===== src/rtl/hash_validator_pipe_if.sv =====
// Beat bus between the hash cores and the validator.
//   master: drives valid_i/newblock_i/difficulty/hash, receives results.
//   slave : the validator; receives the beat, drives valid_o/newblock_o/
//           success/any_success/hit_count.
interface hash_validator_pipe_if #(
  parameter int LANES = 1
);
  logic                   valid_i;
  logic                   newblock_i;
  logic [31:0]            difficulty;
  logic [LANES*256-1:0]   hash;
  logic                   valid_o;
  logic                   newblock_o;
  logic [LANES-1:0]       success;
  logic                   any_success;
  logic [31:0]            hit_count;

  modport master (
    output valid_i, newblock_i, difficulty, hash,
    input  valid_o, newblock_o, success, any_success, hit_count
  );
  modport slave (
    input  valid_i, newblock_i, difficulty, hash,
    output valid_o, newblock_o, success, any_success, hit_count
  );
endinterface


===== src/rtl/hash_validator_pipe.sv =====
// Multi-lane pipelined hash <= target validator.
//   clk : rising-edge clock
//   rst : synchronous active-high reset
//   bus : hash_validator_pipe_if.slave (beat in, per-lane success / hit count out)
// Latency valid_i -> valid_o is 1 + 256/CHUNK_W cycles; hit_count one cycle later.

// Per-lane compare pipeline: byte-reverse the digest into its numeric value,
// then compare one CHUNK_W slice per stage, MSB slice first.
module hvp_lane #(
  parameter int CHUNK_W = 64,
  parameter int STAGES  = 4
) (
  input  logic                     clk,
  input  logic [255:0]             hash_raw,
  input  logic [STAGES-1:0][255:0] tgt,
  output logic                     le
);
  logic [255:0]                  h_num;
  logic [STAGES-1:0][255:0]      h_pipe;
  logic [STAGES:1]               dec_q, le_q, dprev, lprev;
  logic [STAGES:1][CHUNK_W-1:0]  hs, ts;

  // First digest byte is the numeric LSB.
  always_comb begin
    h_num = '0;
    for (int i = 0; i < 32; i++) h_num[8*i +: 8] = hash_raw[255-8*i -: 8];
  end

  always_comb begin
    dprev = '0;
    lprev = '0;
    hs    = '0;
    ts    = '0;
    for (int s = 1; s <= STAGES; s++) begin
      hs[s] = h_pipe[s-1][256-CHUNK_W*(s-1)-1 -: CHUNK_W];
      ts[s] = tgt[s-1][256-CHUNK_W*(s-1)-1 -: CHUNK_W];
    end
    for (int s = 2; s <= STAGES; s++) begin
      dprev[s] = dec_q[s-1];
      lprev[s] = le_q[s-1];
    end
  end

  // Once a higher slice differs, the verdict is frozen and carried along.
  always_ff @(posedge clk) begin
    h_pipe[0] <= h_num;
    for (int s = 1; s < STAGES; s++) h_pipe[s] <= h_pipe[s-1];
    for (int s = 1; s <= STAGES; s++) begin
      dec_q[s] <= dprev[s] | (hs[s] != ts[s]);
      le_q[s]  <= dprev[s] ? lprev[s] : (hs[s] < ts[s]);
    end
  end

  // Never decided means every slice matched: hash == target passes.
  assign le = dec_q[STAGES] ? le_q[STAGES] : 1'b1;
endmodule

module hash_validator_pipe #(
  parameter int LANES   = 1,
  parameter int CHUNK_W = 64
) (
  input  logic                  clk,
  input  logic                  rst,
  hash_validator_pipe_if.slave  bus
);
  localparam int STAGES = 256 / CHUNK_W;
  localparam int POP_W  = $clog2(LANES + 1);

  logic [7:0]               exp_b;
  logic [23:0]              mant;
  logic [255:0]             tgt_new, tgt_eff, tgt_q;
  logic                     tgt_valid, nb_beat;
  logic [STAGES-1:0][255:0] tgt_pipe;
  logic [STAGES:0]          vld_pipe, nb_pipe, tv_pipe;
  logic [LANES-1:0]         le_fin, succ;
  logic [POP_W-1:0]         pop;
  logic [32:0]              hit_sum;
  logic [31:0]              hit_q;

  assign exp_b = bus.difficulty[31:24];
  assign mant  = bus.difficulty[23:0];

  // Compact nBits expansion; the mantissa is unsigned. Shifts of 256 or
  // more (exp >= 35) fall off the top and leave target 0.
  always_comb begin
    tgt_new = '0;
    if (exp_b >= 8'd3) tgt_new = {232'd0, mant} << {exp_b - 8'd3, 3'b000};
    else               tgt_new = {232'd0, mant} >> {8'd3 - exp_b, 3'b000};
  end

  // A new-block beat is compared against its own freshly expanded target.
  assign nb_beat = bus.valid_i & bus.newblock_i;
  assign tgt_eff = nb_beat ? tgt_new : tgt_q;

  always_ff @(posedge clk) begin
    if (rst) begin
      tgt_q     <= '0;
      tgt_valid <= 1'b0;
      vld_pipe  <= '0;
      nb_pipe   <= '0;
      tv_pipe   <= '0;
    end else begin
      if (nb_beat) begin
        tgt_q     <= tgt_new;
        tgt_valid <= 1'b1;
      end
      vld_pipe <= {vld_pipe[STAGES-1:0], bus.valid_i};
      nb_pipe  <= {nb_pipe[STAGES-1:0], nb_beat};
      tv_pipe  <= {tv_pipe[STAGES-1:0], tgt_valid | nb_beat};
    end
  end

  // Target travels with its beat so each stage sees the matching slice.
  always_ff @(posedge clk) begin
    tgt_pipe[0] <= tgt_eff;
    for (int s = 1; s < STAGES; s++) tgt_pipe[s] <= tgt_pipe[s-1];
  end

  for (genvar k = 0; k < LANES; k++) begin : g_lane
    hvp_lane #(.CHUNK_W(CHUNK_W), .STAGES(STAGES)) u_lane (
      .clk      (clk),
      .hash_raw (bus.hash[256*k +: 256]),
      .tgt      (tgt_pipe),
      .le       (le_fin[k])
    );
  end

  assign succ            = le_fin & {LANES{vld_pipe[STAGES] & tv_pipe[STAGES]}};
  assign bus.valid_o     = vld_pipe[STAGES];
  assign bus.newblock_o  = vld_pipe[STAGES] & nb_pipe[STAGES];
  assign bus.success     = succ;
  assign bus.any_success = |succ;
  assign bus.hit_count   = hit_q;

  always_comb begin
    pop = '0;
    for (int k = 0; k < LANES; k++) pop = pop + POP_W'(succ[k]);
  end

  assign hit_sum = {1'b0, hit_q} + 33'(pop);

  always_ff @(posedge clk) begin
    if (rst)                  hit_q <= '0;
    else if (bus.newblock_o)  hit_q <= 32'(pop);
    else if (bus.valid_o)     hit_q <= hit_sum[32] ? 32'hFFFF_FFFF : hit_sum[31:0];
  end
endmodule


===== src/flat_wrapper.sv =====
// flat-port wrapper written by rule: the top's interface ports become plain ports
module hash_validator_pipe_flat 
#(
  parameter int LANES   = 1,
  parameter int CHUNK_W = 64
)
  (clk, rst, bus_valid_i, bus_newblock_i, bus_difficulty, bus_hash, bus_valid_o, bus_newblock_o, bus_success, bus_any_success, bus_hit_count);
  hash_validator_pipe_if #(.LANES(LANES)) bus_i ();
  input  logic clk;
  input  logic rst;
  input wire logic [$bits(bus_i.valid_i)-1:0] bus_valid_i;
  input wire logic [$bits(bus_i.newblock_i)-1:0] bus_newblock_i;
  input wire logic [$bits(bus_i.difficulty)-1:0] bus_difficulty;
  input wire logic [$bits(bus_i.hash)-1:0] bus_hash;
  output wire logic [$bits(bus_i.valid_o)-1:0] bus_valid_o;
  output wire logic [$bits(bus_i.newblock_o)-1:0] bus_newblock_o;
  output wire logic [$bits(bus_i.success)-1:0] bus_success;
  output wire logic [$bits(bus_i.any_success)-1:0] bus_any_success;
  output wire logic [$bits(bus_i.hit_count)-1:0] bus_hit_count;
  assign bus_i.valid_i = bus_valid_i;
  assign bus_i.newblock_i = bus_newblock_i;
  assign bus_i.difficulty = bus_difficulty;
  assign bus_i.hash = bus_hash;
  assign bus_valid_o = bus_i.valid_o;
  assign bus_newblock_o = bus_i.newblock_o;
  assign bus_success = bus_i.success;
  assign bus_any_success = bus_i.any_success;
  assign bus_hit_count = bus_i.hit_count;
  hash_validator_pipe #(.LANES(LANES), .CHUNK_W(CHUNK_W)) u_core (.clk(clk), .rst(rst), .bus(bus_i));
endmodule

===== config.mk =====
export PLATFORM = sky130hd
export DESIGN_NAME = hash_validator_pipe_flat
export DESIGN_NICKNAME = d
export VERILOG_FILES = /design/src/rtl/hash_validator_pipe_if.sv /design/src/rtl/hash_validator_pipe.sv /design/src/flat_wrapper.sv
export SDC_FILE = /design/constraint.sdc
export NUM_CORES = 2
export LEC_CHECK = 0
export ABC_AREA = 1
export CAP_MARGIN = 20
export CORE_ASPECT_RATIO = 2
export CORE_MARGIN = 5
export CORE_UTILIZATION = 57
export DETAILED_ROUTE_END_ITERATION = 8
export HOLD_SLACK_MARGIN = 0.02
export MAX_ROUTING_LAYER = met4
export PLACE_DENSITY = 0.78
export SYNTH_ARGS = -nofsm -noshare
export SYNTH_HDL_FRONTEND = slang
export SYNTH_SLANG_ARGS = --single-unit

===== constraint.sdc =====
create_clock -name clk -period 2.7 [get_ports clk]
set_input_delay 0.675 -clock clk [delete_from_list [all_inputs] [get_ports clk]]
set_output_delay 0.675 -clock clk [all_outputs]
set_load 0.05 [all_outputs]

# Word level (Yosys, flattened, before mapping)
# Cells that the tools add are included.
[classes]
add_sub_neg = 3
magnitude_cmp = 5
n_eq_ne = 4
n_shift = 2
muxes = 9
bitwise_logic = 8
reduce_logical = 2
[ops]
columns = ["op", "n"]
rows = [
  ["two-way mux 256 bit", 2],
  ["less-than comparator 64 bit", 4],
  ["!= test 64 bit", 4],
  ["left shift 24 x 11 -> 256 bit", 1],
  [">> shifter 24 x 11 -> 256 bit", 1],
  ["adder 32 x 1 -> 33 bit", 1],
  ["two-way mux 32 bit", 1],
  ["greater-or-equal comparator 8 x 2 -> 1 bit, second input constant", 1],
  ["subtractor 2 x 8 -> 8 bit, first input constant", 1],
  ["subtractor 8 x 2 -> 8 bit, second input constant", 1],
  ["two-way mux 1 bit", 6],
  ["AND 1 bit", 4],
  ["bitwise OR 1 bit", 4],
  ["nonzero test 2 bit", 1],
  ["OR reduction 2 bit", 1],
]
[totals]
regBits = 1592
output_inout_bits = 36
elab_cells = 50

# Depth between registers and ports, before layout
[depth]
ltp_word = 6
mapped_depth = 15
depth_no_buf = 15

# Cells and area by module
# A second synthesis with hierarchy kept.
[unflattened]
hier_cells = 5120
area_unflattened_um2 = 55559.5
[modules_own_cells]
columns = ["module", "instances", "cells_per_inst", "area_each_um2", "seq_area_each_um2"]
rows = [
  ["hash_validator_pipe", 1, 3345, 35709.2, 26585.5],
  ["hvp_lane", 1, 1775, 19850.3, 12972.4],
]

# Worst setup path after synthesis
# Ideal clock, no wire load.
[synth_timing]
kind = "register to register"
startpoint = "reg u_core.vld_pipe[4]"
endpoint = "reg u_core.hit_q[22] (netlist: u_core.bus.hit_count[22])"
setup_ns = 0.132
t_arrival_ns = 3.451
t_required_ns = 2.568
slack_ns = -0.884
stages_incl_launch_ff = 15
path_buffers = 0
period_less_slack_ns = 3.584
path_cell_list = "dfxtp_1 -> nand2_1 -> a21oi_1 -> ha_1 -> ha_1 -> nand2_1 -> nor2_1 -> nand3b_1 -> nor2_1 -> nand2_1 -> nor2_1 -> nand2_1 -> nor2_1 -> xor2_1 -> a21oi_1"
[synth_between]
elab_chain_cells = 4
word_cells_on_any_way = 6
cone_classes = "add/sub (1); mux (1); bitwise (3); reduce/logical (1)"
[synth_lines]
columns = ["item", "line", "source"]
rows = [
  ["start, declared", "hash_validator_pipe.sv:74", "logic [STAGES:0] vld_pipe, nb_pipe, tv_pipe;"],
  ["start signal, assigned", "hash_validator_pipe.sv:107", "vld_pipe <= {vld_pipe[STAGES-1:0], bus.valid_i};"],
  ["AND 1 bit (2 in a row)", "hash_validator_pipe.sv:128", "assign succ = le_fin & {LANES{vld_pipe[STAGES] & tv_pipe[STAGES]}};"],
  ["via bus_any_success", "flat_wrapper.sv:18", "output wire logic [$bits(bus_i.any_success)-1:0] bus_any_success;"],
  ["adder 32 x 1 -> 33 bit", "hash_validator_pipe.sv:140", "assign hit_sum = {1'b0, hit_q} + 33'(pop);"],
  ["two-way mux 32 bit", "hash_validator_pipe.sv:145", "else if (bus.valid_o) hit_q <= hit_sum[32] ? 32'hFFFF_FFFF : hit_sum[31:0];"],
  ["end signal, assigned", "hash_validator_pipe.sv:144", "else if (bus.newblock_o) hit_q <= 32'(pop);"],
  ["end signal, assigned", "hash_validator_pipe.sv:145", ""],
  ["end, declared", "hash_validator_pipe.sv:78", "logic [31:0] hit_q;"],
]
# The timed path passes the listed nets, and every way through them passes these cells.
# A chain may end at the register's enable or synchronous reset.

# Worst setup path after layout
[layout_timing]
startpoint = "in bus_difficulty[24]"
endpoint = "reg u_core.tgt_q[60]"
[layout_between]
elab_chain_cells = 4
word_cells_on_any_way = 7
cone_classes = "add/sub (2); order compare (1); shift (2); mux (2)"
[layout_lines]
columns = ["item", "line", "source"]
rows = [
  ["start, declared", "flat_wrapper.sv:13", "input wire logic [$bits(bus_i.difficulty)-1:0] bus_difficulty;"],
  ["subtractor 2 x 8 -> 8 bit / subtractor 8 x 2 -> 8 bit (equally long branches)", "hash_validator_pipe.sv:88, hash_validator_pipe.sv:87", ""],
  [">> shifter 24 x 11 -> 256 bit / left shift 24 x 11 -> 256 bit (equally long branches)", "hash_validator_pipe.sv:88, hash_validator_pipe.sv:87", ""],
  ["two-way mux 256 bit *", "hash_validator_pipe.sv:87", "if (exp_b >= 8'd3) tgt_new = {232'd0, mant} << {exp_b - 8'd3, 3'b000};"],
  ["two-way mux 256 bit *", "-", ""],
  ["end signal, assigned", "hash_validator_pipe.sv:104", "tgt_q <= tgt_new;"],
  ["end, declared", "hash_validator_pipe.sv:71", "logic [255:0] tgt_new, tgt_eff, tgt_q;"],
]
# Every way passes the cells marked *; elsewhere a longest branch is shown, timed or not.

==> results.json <==
{
  "outcome": "complete, but fails checks",
  "violations": "negative setup slack",
  "crit_path_start_kind": "input pin",
  "hold-worst-slack_ns": 0.182,
  "max_freq_ghz": 0.364,
  "clk_latency_ns": 0.77,
  "max_slew.worst_pin.slew_ns": 0.811,
  "ctsHtreeMaxLevel": 3,
  "rrSetupSlack_ns": 0.25,
  "area_growth_pct": 22.3,
  "die-height_um": 418,
  "ctsRootBufferMaster": "clkbuf_16",
  "die_x_um": 214,
  "yosys_warnings": 0,
  "path_buf_inv": 5,
  "fin_ws_ns": -0.0448,
  "cp.required_ns": 3.39,
  "routabilityCongestion": 0.993,
  "grt_overflow_total": 0,
  "grt_pass1_vias": 33600,
  "post_drt_wl_per_cell_um": 19.4,
  "yosysSeqAreaShare_pct": 67.2,
  "slowest_stage": "o21ai_0",
  "fin_cells": 6375,
  "ant_nets": 0,
  "drtPass1Iterations": 5,
  "max-cap-violations": 0,
  "rr_worst_depth": 10,
  "numPortBuffers": 327,
  "drtIter0Drc": 2424,
  "yosysUniqueCellTypes": 42,
  "hold_viol_final": 0,
  "finClkSkew_ns": 0.0423,
  "final_net_count": 5765,
  "grt_usage_pct": 27.8,
  "arrival_ns": 3.43,
  "dieArea_um2": 89500,
  "setup_tns_ns": -0.0448,
  "p_switching_mw": 10.3,
  "p_int_mw": 35.8,
  "crit_cells": 10,
  "synth_top_cell_by_area": "dfxtp_1",
  "postSynthCellCount": 4676,
  "p_leak_nw": 25.4,
  "path_clk_slew_ns": 0.07,
  "hpwl_um": 87900,
  "critPathMaxStageDelay_ns": 0.64,
  "peakVddDrop_uv": 601,
  "drt-total-wl_um": 124000,
  "finalCriticalPeriod_ns": 2.74,
  "synth.top_cells.by_count": "dfxtp_1 (1592), nand2_1 (1060), inv_1 (427)",
  "netlist_area_um2": 47400,
  "pwr-share-seq_pct": 53.0,
  "clockBufferDepth": 3,
  "yosysTopAreaCellShare_pct": 67.2,
  "end_kind": "flip-flop",
  "placed_cells": 6146,
  "antenna_found_initial": 2,
  "fin_crit_sh_pct": 102,
  "avgSynthCellArea_um2": 10.1,
  "final_util_pct": 70.2,
  "crit_chain": "clkdlybuf4s50_1 -> buf_4 -> buf_4 -> inv_2 -> o21ai_0 -> buf_4 -> nand3_1 -> nand2_2 -> nand4_1 -> a21oi_1",
  "setup_viol": 1,
  "initial_core_util_pct": 57.4,
  "netSwitchingFraction_pct": 22.3,
  "grt_pass1_wl_um": 187000,
  "maxSlewHeadroom_pct": 45.9,
  "crit_type": "in -> reg",
  "route.detailed.drc": 0,
  "r2r-start": "u_core.tgt_pipe[447]",
  "cts_made_buffers": 120,
  "pwr-share-clk_pct": 41.6,
  "finalMaxSlewViolations": 0,
  "endpoint": "u_core.tgt_q[60]",
  "power.density_nw_per_um2": 795,
  "r2r-end": "u_core.g_lane[0].u_lane.le_q[2]",
  "num_rows": 149,
  "drive_gt1_share_pct": 10.0,
  "cts_tree": "done",
  "clock-sinks": 1592,
  "routed_via_density": 5.12,
  "yosys-top-cells-area": "dfxtp_1 (67%), nand2_1 (8.4%), ha_1 (6.9%)",
  "syn_nets": 5229,
  "num_io_pins": 328,
  "grt_max_degree": 163,
  "cts_hold_buf": 0,
  "rsz0062_at_grt": "yes",
  "core_um2": 82600,
  "synth_ff_type": "dfxtp_1",
  "hold_path_class": "in -> reg",
  "crit_start": "bus_difficulty[24]",
  "synth_seq_cells": 1592,
  "num_vias": 32600,
  "crit_family": "buffers and inverters",
  "async_flop_share_pct": 0,
  "pwr-share-comb_pct": 5.4,
  "synth-edff-count": 0,
  "path_max_fanout": 22,
  "critPathMostFrequentCell": "buf_4",
  "synth.most_common_cell": "dfxtp_1"
}
## placed cells by master (no fill, tap or decap), types with 24 or more instances in the layout
cell type           n
nor3_1             40
a21oi_1           375
ha_1              260
nand4_1           111
dlygate4sd2_1      30
dfxtp_1          1591
or2_2              26
clkbuf_8           24
nand3_1           229
buf_4             209
o21ai_0            90
inv_1             427
clkdlybuf4s50_1   291
nand2_1          1055
nor2_1            194
clkbuf_16         120
## state kept, by name, summed over array words and instances, names as in the netlist, 5 cells and up
name / flops
u_core.tgt_q: 256
u_core.tgt_pipe: 640
u_core.g_lane.u_lane.h_pipe: 640
u_core.vld_pipe: 5
u_core.bus.hit_count: 32
u_core.nb_pipe: 5
u_core.tv_pipe: 5
## cell type report
cell class,count,area (um^2)
sequential,1592,31900
fill,5926,24600
multi-input combinational,2500,13500
timing repair buffer,562,5310
clock buffer,153,3360
inverter,436,1640
tap,1057,1320
clock inverter,72,1020
antenna,3,7.51
## routing by layer
metal / vias to the layer above / global-route usage [%] / routed length, um
met1: 15100 / 29.3 / 45600
met2: 1062 / 49.3 / 63400
li1: 16100 / - / -
met3: 346 / 3.84 / 5970
met4: 0 / 17.2 / 8940
met5: - / - / 0
## cell families (layout without fill, tap and decap cells)
kind of cell,Yosys count,in the layout,synth area share (%)
AO/OA/AOI/OAI,507,507,5.51
XOR/XNOR,23,23,0.456
adder cells (fa/ha/maj),261,261,6.88
buffers and inverters,584,1223,4.76
flip-flops,1592,1592,67.2
other,0,3,0
AND/OR/NAND/NOR,1709,1709,15.2
## worst min path at each step
stage                                              startpoint                                  end  cells past startpoint
after CTS                                                 rst                    u_core.nb_pipe[2]                      2
after floorplan             u_core.g_lane[0].u_lane.h_pipe[0]  u_core.g_lane[0].u_lane.h_pipe[256]                      0
after global placement    u_core.g_lane[0].u_lane.h_pipe[327]  u_core.g_lane[0].u_lane.h_pipe[583]                      0
final                                                     rst                    u_core.nb_pipe[4]                      2
after global routing                                      rst                    u_core.nb_pipe[4]                      2
after detailed placement  u_core.g_lane[0].u_lane.h_pipe[562]  u_core.g_lane[0].u_lane.h_pipe[818]                      0
## stage by stage
| step | setup WS [ns] | cell area (um^2) | total power [mW] |
|---|---|---|---|
| floorplan | 0.0439 | 47500 | 26.1 |
| global placement | -0.850 | 53600 | 27.4 |
| detailed placement | -0.830 | 53600 | 27.4 |
| CTS | 0.00483 | 57900 | 46.5 |
| global route | -0.0387 | 58000 | 47.7 |
| finish | -0.0448 | 58000 | 46.1 |
## timing repair
action | in CTS | in global routing
endpoints found under the setup margin | 34 | 126
pin swaps | 0 | 1
buffers inserted | 0 | 1
resized for setup | 38 | 30
## worst reg2reg max path, stage by stage, from the launching register on
cell     delay [ns]
dfxtp_1        0.32
inv_1          0.06
ha_1           0.29
nand2_1        0.10
nor2_1         0.12
nand4_1        0.13
nor4_1         0.36
and3_1         0.51
nand2_1        0.28
nand2_1        0.12
nand2_1        0.07
## power groups by stage
| stage | Sequential [mW] | Combinational, mW | Clock, mW |
|---|---|---|---|
| finish | 24.5 | 2.48 | 19.2 |
| global route | 24.5 | 2.70 | 20.5 |
| CTS | 24.5 | 2.46 | 19.5 |
| detailed placement | 25.0 | 2.42 | 0 |
| global placement | 25.0 | 2.37 | 0 |
| floorplan | 24.9 | 1.18 | 0 |
No activity file was read; power rests on OpenSTA's default activity.
